[src/rtl/coin_pkg.sv]
// Shared coin codes and acceptor FSM encoding, used by the coin acceptor
// and by the downstream credit and dispense logic.
package coin_pkg;

    localparam logic [2:0] COIN_NONE = 3'd0;
    localparam logic [2:0] COIN_25   = 3'd1;
    localparam logic [2:0] COIN_50   = 3'd2;
    localparam logic [2:0] COIN_100  = 3'd4;

    typedef enum logic [2:0] {
        IDLE         = 3'd0,
        DEBOUNCE     = 3'd1,
        ARM          = 3'd2,
        PULSE        = 3'd3,
        WAIT_RELEASE = 3'd4
    } coin_state_e;

    // A valid insertion has exactly one line high.
    function automatic logic is_one_hot(input logic [2:0] v);
        return (v != 3'd0) && ((v & (v - 3'd1)) == 3'd0);
    endfunction

endpackage

[src/rtl/coin_acceptor_sync2.sv]
// Parameterised-width two-flop synchroniser with asynchronous active-high reset.
module sync2 #(
    parameter int W = 1
) (
    input  logic         clk,
    input  logic         reset,
    input  logic [W-1:0] d_i,
    output logic [W-1:0] q_o
);

    logic [W-1:0] meta_q;
    logic [W-1:0] sync_q;

    always_ff @(posedge clk or posedge reset) begin
        if (reset) begin
            meta_q <= '0;
            sync_q <= '0;
        end else begin
            meta_q <= d_i;
            sync_q <= meta_q;
        end
    end

    assign q_o = sync_q;

endmodule

[src/rtl/coin_acceptor.sv]
// Coin input synchroniser, debouncer and single-event qualifier.
// Define COIN_STATS_EN to add saturating per-coin acceptance counters.
module coin_acceptor
    import coin_pkg::*;
#(
    parameter int DEBOUNCE_CYCLES = 50000,
    parameter int CNT_W           = 16
) (
    input  logic       clk,
    input  logic       reset,
    input  logic [2:0] coin_btn,
    output logic [2:0] coin,
    output logic       got_coin,
    output logic       coin_reject,
    output logic       busy
`ifdef COIN_STATS_EN
    ,
    output logic [7:0] cnt_25,
    output logic [7:0] cnt_50,
    output logic [7:0] cnt_100
`endif
);

    localparam logic [CNT_W-1:0] CNT_LAST = CNT_W'(DEBOUNCE_CYCLES - 1);

    logic [2:0]       sync;
    coin_state_e      state_q, state_d;
    logic [2:0]       sample_q, sample_d;
    logic [CNT_W-1:0] cnt_q, cnt_d;
    logic [2:0]       coin_q, coin_d;
    logic             got_q, got_d;
    logic             reject_q, reject_d;

    sync2 #(.W(3)) u_sync (
        .clk   (clk),
        .reset (reset),
        .d_i   (coin_btn),
        .q_o   (sync)
    );

    always_ff @(posedge clk or posedge reset) begin
        if (reset) begin
            state_q  <= IDLE;
            sample_q <= 3'd0;
            cnt_q    <= '0;
            coin_q   <= COIN_NONE;
            got_q    <= 1'b0;
            reject_q <= 1'b0;
        end else begin
            state_q  <= state_d;
            sample_q <= sample_d;
            cnt_q    <= cnt_d;
            coin_q   <= coin_d;
            got_q    <= got_d;
            reject_q <= reject_d;
        end
    end

    // Downstream samples coin on the rising edge of got_coin: coin is loaded
    // in ARM, one full cycle before the strobe, and held until after release.
    always_comb begin
        state_d  = state_q;
        sample_d = sample_q;
        cnt_d    = cnt_q;
        coin_d   = coin_q;
        got_d    = 1'b0;
        reject_d = 1'b0;
        case (state_q)
            IDLE: begin
                coin_d = COIN_NONE;
                if (sync != 3'd0) begin
                    sample_d = sync;
                    cnt_d    = '0;
                    state_d  = DEBOUNCE;
                end
            end
            DEBOUNCE: begin
                if (sync != sample_q) begin
                    state_d = IDLE;
                end else if (cnt_q == CNT_LAST) begin
                    cnt_d = '0;
                    if (is_one_hot(sample_q)) begin
                        coin_d  = sample_q;
                        state_d = ARM;
                    end else begin
                        reject_d = 1'b1;
                        state_d  = WAIT_RELEASE;
                    end
                end else begin
                    cnt_d = cnt_q + 1'b1;
                end
            end
            ARM: begin
                got_d   = 1'b1;
                state_d = PULSE;
            end
            PULSE: begin
                cnt_d   = '0;
                state_d = WAIT_RELEASE;
            end
            WAIT_RELEASE: begin
                if (sync != 3'd0) begin
                    cnt_d = '0;
                end else if (cnt_q == CNT_LAST) begin
                    state_d = IDLE;
                end else begin
                    cnt_d = cnt_q + 1'b1;
                end
            end
            default: state_d = IDLE;
        endcase
    end

    assign coin        = coin_q;
    assign got_coin    = got_q;
    assign coin_reject = reject_q;
    assign busy        = (state_q != IDLE);

`ifdef COIN_STATS_EN
    logic [7:0] cnt_25_q, cnt_50_q, cnt_100_q;

    always_ff @(posedge clk or posedge reset) begin
        if (reset) begin
            cnt_25_q  <= 8'd0;
            cnt_50_q  <= 8'd0;
            cnt_100_q <= 8'd0;
        end else if (state_q == PULSE) begin
            if (coin_q == COIN_25 && cnt_25_q != 8'hFF) cnt_25_q <= cnt_25_q + 8'd1;
            if (coin_q == COIN_50 && cnt_50_q != 8'hFF) cnt_50_q <= cnt_50_q + 8'd1;
            if (coin_q == COIN_100 && cnt_100_q != 8'hFF) cnt_100_q <= cnt_100_q + 8'd1;
        end
    end

    assign cnt_25  = cnt_25_q;
    assign cnt_50  = cnt_50_q;
    assign cnt_100 = cnt_100_q;
`endif

endmodule

[config.mk]
export PLATFORM = sky130hd
export DESIGN_NAME = coin_acceptor
export DESIGN_NICKNAME = d
export VERILOG_FILES = /design/src/rtl/coin_pkg.sv /design/src/rtl/coin_acceptor_sync2.sv /design/src/rtl/coin_acceptor.sv
export SDC_FILE = /design/constraint.sdc
export NUM_CORES = 1
export LEC_CHECK = 0
export CAP_MARGIN = 10
export CORE_MARGIN = 3
export CORE_UTILIZATION = 30
export DETAILED_ROUTE_END_ITERATION = 16
export HOLD_SLACK_MARGIN = 0.03
export PLACE_DENSITY = 0.43
export SKIP_CTS_REPAIR_TIMING = 1
export SLEW_MARGIN = 20
export SYNTH_ARGS = -nofsm -noshare
export SYNTH_HDL_FRONTEND = slang
export SYNTH_SLANG_ARGS = --single-unit
[constraint.sdc]
create_clock -name clk -period 6.67 [get_ports clk]
set_clock_uncertainty 0.2 [all_clocks]
set_input_delay 1.0005 -clock clk [delete_from_list [all_inputs] [get_ports clk]]
set_output_delay 1.0005 -clock clk [all_outputs]
set_load 0.1 [all_outputs]
After elaboration in Yosys (flattened, before gate mapping)
Index checks and enable logic that the tools add are counted.
- bits in registers: 33
- bits in latches: 0
- memory bits (writable): 0
- memory bits (read-only): 0
- bits of input ports: 5
- output and inout bits: 6
- logic and storage cells: 59
- memories kept: 0
- add/sub/neg operators: 2
- $mul: 0
- div/mod/pow operators: 0
- order comparisons: 0
- equal/unequal tests: 14
- shift-type cells: 0
- mux-type cells: 22
- bitwise logic cells: 1
- reduce and logical (&&, ||, !) cells: 12
- operators by type and width (operator ; count):
    16-bit 2-to-1 mux ; 5
    16-bit case mux with 4 select lines ; 1
    3-bit 2-to-1 mux ; 9
    16-bit by 1-bit adder with 16-bit output, second input constant ; 1
    16-bit == test, second input constant ; 1
    3-bit case mux with 5 select lines ; 1
    2-bit inequality test, second input constant ; 6
    4-bit AND reduction ; 3
    3-bit nonzero test ; 3
    3-bit by 2-bit == test with 1-bit output, second input constant ; 2
    3-bit logical NOT ; 2
    3-bit inequality test, second input constant ; 2
    3-bit case mux with 2 select lines ; 1
    1-bit 2-to-1 mux ; 5
    4-bit nonzero test ; 1
    3-bit AND ; 1
    3-bit by 1-bit == test with 1-bit output, second input constant ; 1
    3-bit == test, second input constant ; 1
    3-bit inequality test ; 1
    3-bit by 1-bit subtractor with 3-bit output, second input constant ; 1
    2-bit AND reduction ; 1
    2-bit nonzero test ; 1
    1-bit logical AND ; 1

Logic depth before layout (Yosys ltp)
Gate-level depths: netlist of run 1.
- word-level depth: 8
- gate-level depth with buffers: 8
- depth with buffers taken out: 6

Cells and area by module
Synthesis of run 1 repeated with hierarchy kept, for this count alone.
- cell total of the unflattened synthesis: 162
- area total of the unflattened synthesis: 1657.8 um^2
- modules (own cells, without submodules) (module ; times used ; cells each ; area each (um^2) ; seq. area each (um^2)):
    coin_acceptor ; 1 ; 155 ; 1503.9 ; 675.6
    sync2 ; 1 ; 7 ; 153.9 ; 150.1

Least setup slack after synthesis of run 1
No wires, ideal clock.
- kind: flip-flop to output port
- start point: register state_q[1]
- end point: output busy
- data arrival time: 1.440 ns
- data required time: 5.469 ns
- setup slack: 4.029 ns
- stages on the path, launching flop included: 4
- buffers on the path: 1
- cell sequence: dfrtp_1 > clkbuf_1 > nor3_1 > inv_1
- word-level cells in the longest chain between the ends: 1
- RTL lines (element ; RTL line ; text):
    start: declaration ; coin_acceptor.sv:27 ; coin_state_e state_q, state_d;
    start signal: assignment ; coin_acceptor.sv:50 ; state_q <= state_d;
    3-bit nonzero test ; coin_acceptor.sv:117 ; assign busy = (state_q != IDLE);
    end: declaration ; coin_acceptor.sv:15 ; output logic busy
Every way passes these cells.

Final worst setup path of run 1
Ends and elaborated chain as after synthesis.

==> summary.md, run 1 <==
| Metric | Value |
|---|---|
| Status | completed |
| Die Y | 81.1 um |
| CP startpoint | state_q[1]$_DFFE_PP0P_ |
| Crit path required time | 5.47 ns |
| Total CTS buffers | 5 |
| Share of the synthesized area in the top cell type | 0.488 |
| Top cell type by total area after synthesis | dfrtp_1 |
| # IOs | 11 |
| Power Total | about 670 uW |
| Post-route ant nets | 0 |
| Max cap viols | 0 |
| Vias post-DR | 1366 |
| Buf/Inv on CP | 2 |
| CTS Buffer Depth | 2 |
| Synth Area per Inst | 9.67 um2 |
| Largest stage delay, worst path | 0.99 ns |
| Critical path's slowest cell | clkdlybuf4s50_1 |
| Routed WL | ~3800 um |
| Setup crit end kind | output port |
| Vias in the first global route | 1318 |
| Core area | ~0.0053 mm2 |
| Yosys warns | 0 |
| DRC Markers | 0 |
| Clock latency on the worst-skew pair | ~0.28 ns |
| GP Congestion | about 0.83 |
| Placed inst area | 0.00185 mm2 |
| Row cnt | 26 |
| Seq/Total Area, Yosys | 0.488 |
| #FFs+latches synth | 33 |
| P per Cell Area | ~340 mW/mm2 |
| Worst path top cell family by delay | buffers and inverters |
| Post-synthesis cell area | approximately 0.0017 mm2 |
| Worst-margin pin slew | 0.971 ns |
| CTS clk-pin slew, worst paths | roughly 0.070 ns |
| Gate Count Post-Synth | 175 |
| Sum Neg Setup Slack | 0 ns |
| Routed len/inst | 14.6 um |
| Initial Util | 0.321 |
| RSZ-0062 raised after global routing | no |
| Crit path max fanout | 9 |
| Maximum resistive drop on vdd | 0.119 mV |
| Ys async rst share | 1.00 |
| Worst EP arrival | 2.40 ns |
| Worst-path cell chain | nor3_1 > inv_1 > clkdlybuf4s50_1 |
| Detail Placement HPWL | 2620 um |
| Final Hold Slack | between 0.1 and 0.15 ns |
| Synth cell types | 42 |
| Slew margin rel. | 0.350 |
| Layout Nets | 193 |
| Largest net degree at the start of global routing | 34 |
| Root Buffer | clkbuf_8 |
| 1st-iter DRT viols | 185 |
| Gr usage total | 0.133 |
| Fillers | 536 |
| Drt first pass iters | 4 |
| Fin crit share | 0.540 |
| Final hold violation count | 0 |
| # diodes | 0 |
| Largest cells by area after synthesis | dfrtp_1 (49%), o211ai_1 (5.3%), nand3_1 (5.0%) |
| LEAKAGE | 0.000742 uW |
| Min cycle time layout | 3.60 ns |
| I/O Buffers | 10 |
| Design area | 0.00195 mm2 |
| Most numerous cell in the Yosys netlist | dfrtp_1 |
| H-tree depth | 2 |
| HP Start | u_sync.meta_q[0]$_DFF_PP0_ |
| Initial antenna violation count | 0 |
| Area Growth Syn to Fin | 15.1% |
| Worst flop-to-flop path startpoint | u_sync.q_o[1]$_DFF_PP0_ |
| Setup violations, final | 0 |
| Area of the die | 0.00658 mm2 |
| Slew Viols, Final | 0 |
| Mapped Nets | 181 |
| Critical setup path kind | reg -> out |
| Layout cells sized above 1 | 0.122 |
| Post-synth EDFFs | 0 |
| CP Launch Type | register |
| Die Wd | 81.1 um |
| Via/cell ratio | 5.29 |
| TritonCTS clock tree | done |
| Global-route wire length before repair | 6530 um |
| Worst slack, placed | 3.40 ns |
| Post-synth top cells | dfrtp_1 (33), inv_1 (18), nand3_1 (17) |
| Dominant synthesized flop cell | dfrtp_1 |
| Worst hold path type | reg -> reg |
| F_max | 277 MHz |
| Sink Count | 33 |
| Overflow after GRT | 0 |
| Final WS setup | 3.07 ns |
-- metrics by stage --
step                 util  std cells
global placement    0.352        250
CTS                 0.368        258
detailed placement  0.352        250
global route        0.369        258
floorplan               -        175
finish              0.369        258
-- where the power goes --
part	switching [uW]	internal [uW]	total, uW	leakage [uW]
Sequential	39.4	226	265	0.000438
Combinational	176	79.4	255	0.000260
Clock	75.4	71.9	147	0.0000439
Total	291	377	668	0.000742
-- layer usage --
layer / global-route usage / wire length, um / up-vias
li1: - / - / 667
met3: 0.0388 / 152 / 6
met1: 0.170 / 1750 / 661
met2: 0.210 / 1800 / 32
met5: 0 / 0 / -
met4: 0.0557 / 68 / 0
-- worst paths after layout --
path,to,slack [ns],cells after the start
setup / recovery,busy,3.07,3
hold / removal,u_sync.q_o[0]$_DFF_PP0_,0.15,0
setup reg to reg,cnt_q[11]$_DFFE_PP0P_,4.08,5
hold reg to reg,u_sync.q_o[0]$_DFF_PP0_,0.15,0
max in group asynchronous,cnt_q[2]$_DFFE_PP0P_,5.06,3
min in group asynchronous,u_sync.meta_q[1]$_DFF_PP0_,0.91,3
-- registers in the layout, indices dropped and copies added (netlist names) --
signal	cells
cnt_q	16
coin	3
coin_reject	1
got_coin	1
sample_q	3
state_q	3
u_sync.meta_q	3
u_sync.q_o	3
-- worst reg2reg max path, delay by kind of cell, from the launching register on --
family | cells | cell delay (ns)
AO/OA/AOI/OAI | 2 | 0.53
AND/OR/NAND/NOR | 3 | 1.36
flip-flops | 1 | 0.42
-- cells by family (layout without fill, tap and decap cells) --
group	after synthesis	after routing	synth area share
simple gates	74	74	0.244
compound gates	37	37	0.169
flops	33	33	0.488
buf+inv	24	37	0.0592
xor+xnor	4	4	0.0207
mux	2	2	0.0118
fa+ha+maj	1	1	0.00740
-- area by class of cell --
type,instances,area (um2),area share
Timing Repair Buffer,11,108,0.0553
Multi-Input combinational cell,118,772,0.397
Tap cell,70,87.6,0.0450
Inverter,18,67.6,0.0347
Clock buffer,5,68.8,0.0353
Sequential cell,33,826,0.424
Clock inverter,3,17.5,0.00900
-- placed cells by master, fill, tap and decap left out, drive strengths merged, types with 5 or more instances in the layout --
cell            n
dfrtp          33
inv            18
nand3          17
nand2          15
o211ai         13
or3            13
clkdlybuf4s50  10
nor3            6
nand4           5
nor2            5
a21oi           5
clkbuf          5
(Power assumes the default switching activity.)
==> run 2: changes to the inputs <==
Clock period 6.67 ns to 3.7 ns, I/O delays scaled along.
==> summary.md, run 2 (synthesized netlist as in run 1, its figures left out) <==
| Metric | Value |
|---|---|
| HP Start | u_sync.meta_q[1]$_DFF_PP0_ (was u_sync.meta_q[0]$_DFF_PP0_) |
| # diodes | 0 (unchanged) |
| TritonCTS clock tree | done (unchanged) |
| Layout cells sized above 1 | 0.127 (was 0.122) |
| I/O Buffers | 10 (unchanged) |
| Area Growth Syn to Fin | 15.9% (was 15.1%) |
| # IOs | 11 (unchanged) |
| Met3 usage | 0.0344 (was 0.0388) |
| GRT busiest layer | met2 (unchanged) |
| Overflow after GRT | 0 (unchanged) |
| CTS Buffer Depth | 2 (unchanged) |
| Worst-margin pin slew | 0.962 ns (was 0.971 ns) |
| Detail Placement HPWL | 2710 um (was 2620 um) |
| Min cycle time layout | 2.54 ns |
| DRC Markers | 0 (unchanged) |
| Grt met2 use | 0.200 (was 0.210) |
| Fin util | 0.372 (was 0.369) |
| Initial Util | 0.321 (unchanged) |
| Largest net degree at the start of global routing | 24 (was 34) |
| Post-route ant nets | 0 (unchanged) |
| Setup violations, final | 0 (unchanged) |
| Fin crit share | 0.686 |
| Area of the die | 0.00658 mm2 (unchanged) |
| Die Wd | 81.1 um (unchanged) |
| Biggest register | cnt_q (unchanged) |
| Critical setup path kind | reg -> reg (was reg -> out) |
| Core area | 0.00527 mm2 (unchanged) |
| Routed WL | 3740 um (was 3770 um) |
| Slew margin rel. | 0.356 (was 0.350) |
| LEAKAGE | 0.000757 uW (was 0.000742 uW) |
| Sink Count | 33 (unchanged) |
| Layout Nets | 194 (was 193) |
| CTS clk-pin slew, worst paths | 0.07 ns (about the same) |
| Total CTS buffers | 5 (unchanged) |
| Sum Neg Setup Slack | 0 ns (unchanged) |
| Root Buffer | clkbuf_8 (unchanged) |
| P per Cell Area | 632 mW/mm2 (was 343 mW/mm2) |
| CP startpoint | u_sync.q_o[1]$_DFF_PP0_ (was state_q[1]$_DFFE_PP0P_) |
| Worst hold path type | reg -> reg (unchanged) |
| Final hold violation count | 0 (unchanged) |
| Commonest non-fill, non-tap cell in the layout | dfrtp_1 (unchanged) |
| Global-route wire length before repair | 6600 um (was 6530 um) |
| Row cnt | 26 (unchanged) |
| Maximum resistive drop on vdd | 0.265 mV (was 0.119 mV) |
| Crit path max fanout | 15 (was 9) |
| GR Layer Usage met1 | 0.177 (was 0.170) |
| Vias post-DR | 1378 (was 1366) |
| Drt first pass iters | 4 (unchanged) |
| Worst EP arrival | 2.54 ns (was 2.40 ns) |
| Setup crit end kind | register (was output port) |
| Gr usage total | 0.131 (was 0.133) |
| Status | completed (unchanged) |
| 1st-iter DRT viols | 81 (was 185) |
| Max reg flops | 16 (unchanged) |
| H-tree depth | 2 (unchanged) |
| GP Congestion | 0.775 (was 0.830) |
| Clock latency on the worst-skew pair | 0.28 ns (about the same) |
| Via/cell ratio | 5.32 (was 5.29) |
| CP Launch Type | register (unchanged) |
| Initial antenna violation count | 0 (unchanged) |
| Commonest cells after routing, fill and taps aside | dfrtp_1 (33), inv_1 (18), nand3_1 (17) (unchanged) |
| Worst flop-to-flop path startpoint | u_sync.q_o[1]$_DFF_PP0_ (unchanged) |
| Routed len/inst | 14.4 um (was 14.6 um) |
| Slew Viols, Final | 0 (unchanged) |
| Vias in the first global route | 1364 (was 1318) |
| Max cap viols | 0 (unchanged) |
| F_max | between 300 and 400 MHz |
| Crit path required time | 3.70 ns (was 5.47 ns) |
| Die Y | 81.1 um (unchanged) |
| RSZ-0062 raised after global routing | no (unchanged) |
## run 2: cell type report
cell class              instances  area (um2)
clock buffers                   7        96.3
well taps                      70        87.6
clock inverters                 1        5.00
repair buffers                 12         113
multi-input cells             118         766
inverters                      18        67.6
fillers                       542        3310
flip-flops and latches         33         826
## run 2: path summary, 6_finish.rpt
| path | slack, ns | end | depth (start not counted) |
|---|---|---|---|
| setup / recovery | 1.16 | cnt_q[11]$_DFFE_PP0P_ | 5 |
| hold / removal | 0.15 | u_sync.q_o[1]$_DFF_PP0_ | 0 |
| setup reg to reg | 1.16 | cnt_q[11]$_DFFE_PP0P_ | 5 |
| hold reg to reg | 0.15 | u_sync.q_o[1]$_DFF_PP0_ | 0 |
| max in group asynchronous | 2.27 | state_q[2]$_DFFE_PP0P_ | 3 |
| min in group asynchronous | 0.38 | cnt_q[8]$_DFFE_PP0P_ | 2 |
## run 2: layer usage
layer | vias up | wire length [um] | share of wire
met5 | - | 0 | 0
met3 | 7 | 137 | 0.037
li1 | 671 | - | -
met2 | 29 | 1740 | 0.47
met4 | 0 | 49 | 0.013
met1 | 671 | 1810 | 0.48
## run 2: stage by stage
step | area (um2) | hold slack [ns] | setup WS, ns | power [uW] | std cells
5_1_grt | 1960 | 0.173 | 1.05 | 1330 | 259
3_3_place_gp | 1860 | 0.142 | 1.19 | 943 | 251
3_5_place_dp | 1860 | 0.137 | 1.16 | 953 | 251
4_1_cts | 1960 | 0.153 | 1.14 | 1260 | 259
2_1_floorplan | 1690 | 0.131 | 1.39 | 839 | 175
6_report | 1960 | 0.150 | 1.16 | 1240 | 259
## run 2: critical path, stage by stage (launching register included)
cell	delay, ns
dfrtp_1	0.42
or3_4	0.41
or3_4	0.35
a211o_1	0.44
or4_4	0.57
o211ai_2	0.08
## run 2: power breakdown
part           switching [uW]  leakage (uW)  total [uW]  internal (uW)
Clock                     130     0.0000542         298            168
Combinational             318      0.000265         464            146
Sequential               69.8      0.000438         477            407
Total                     518      0.000757        1240            722
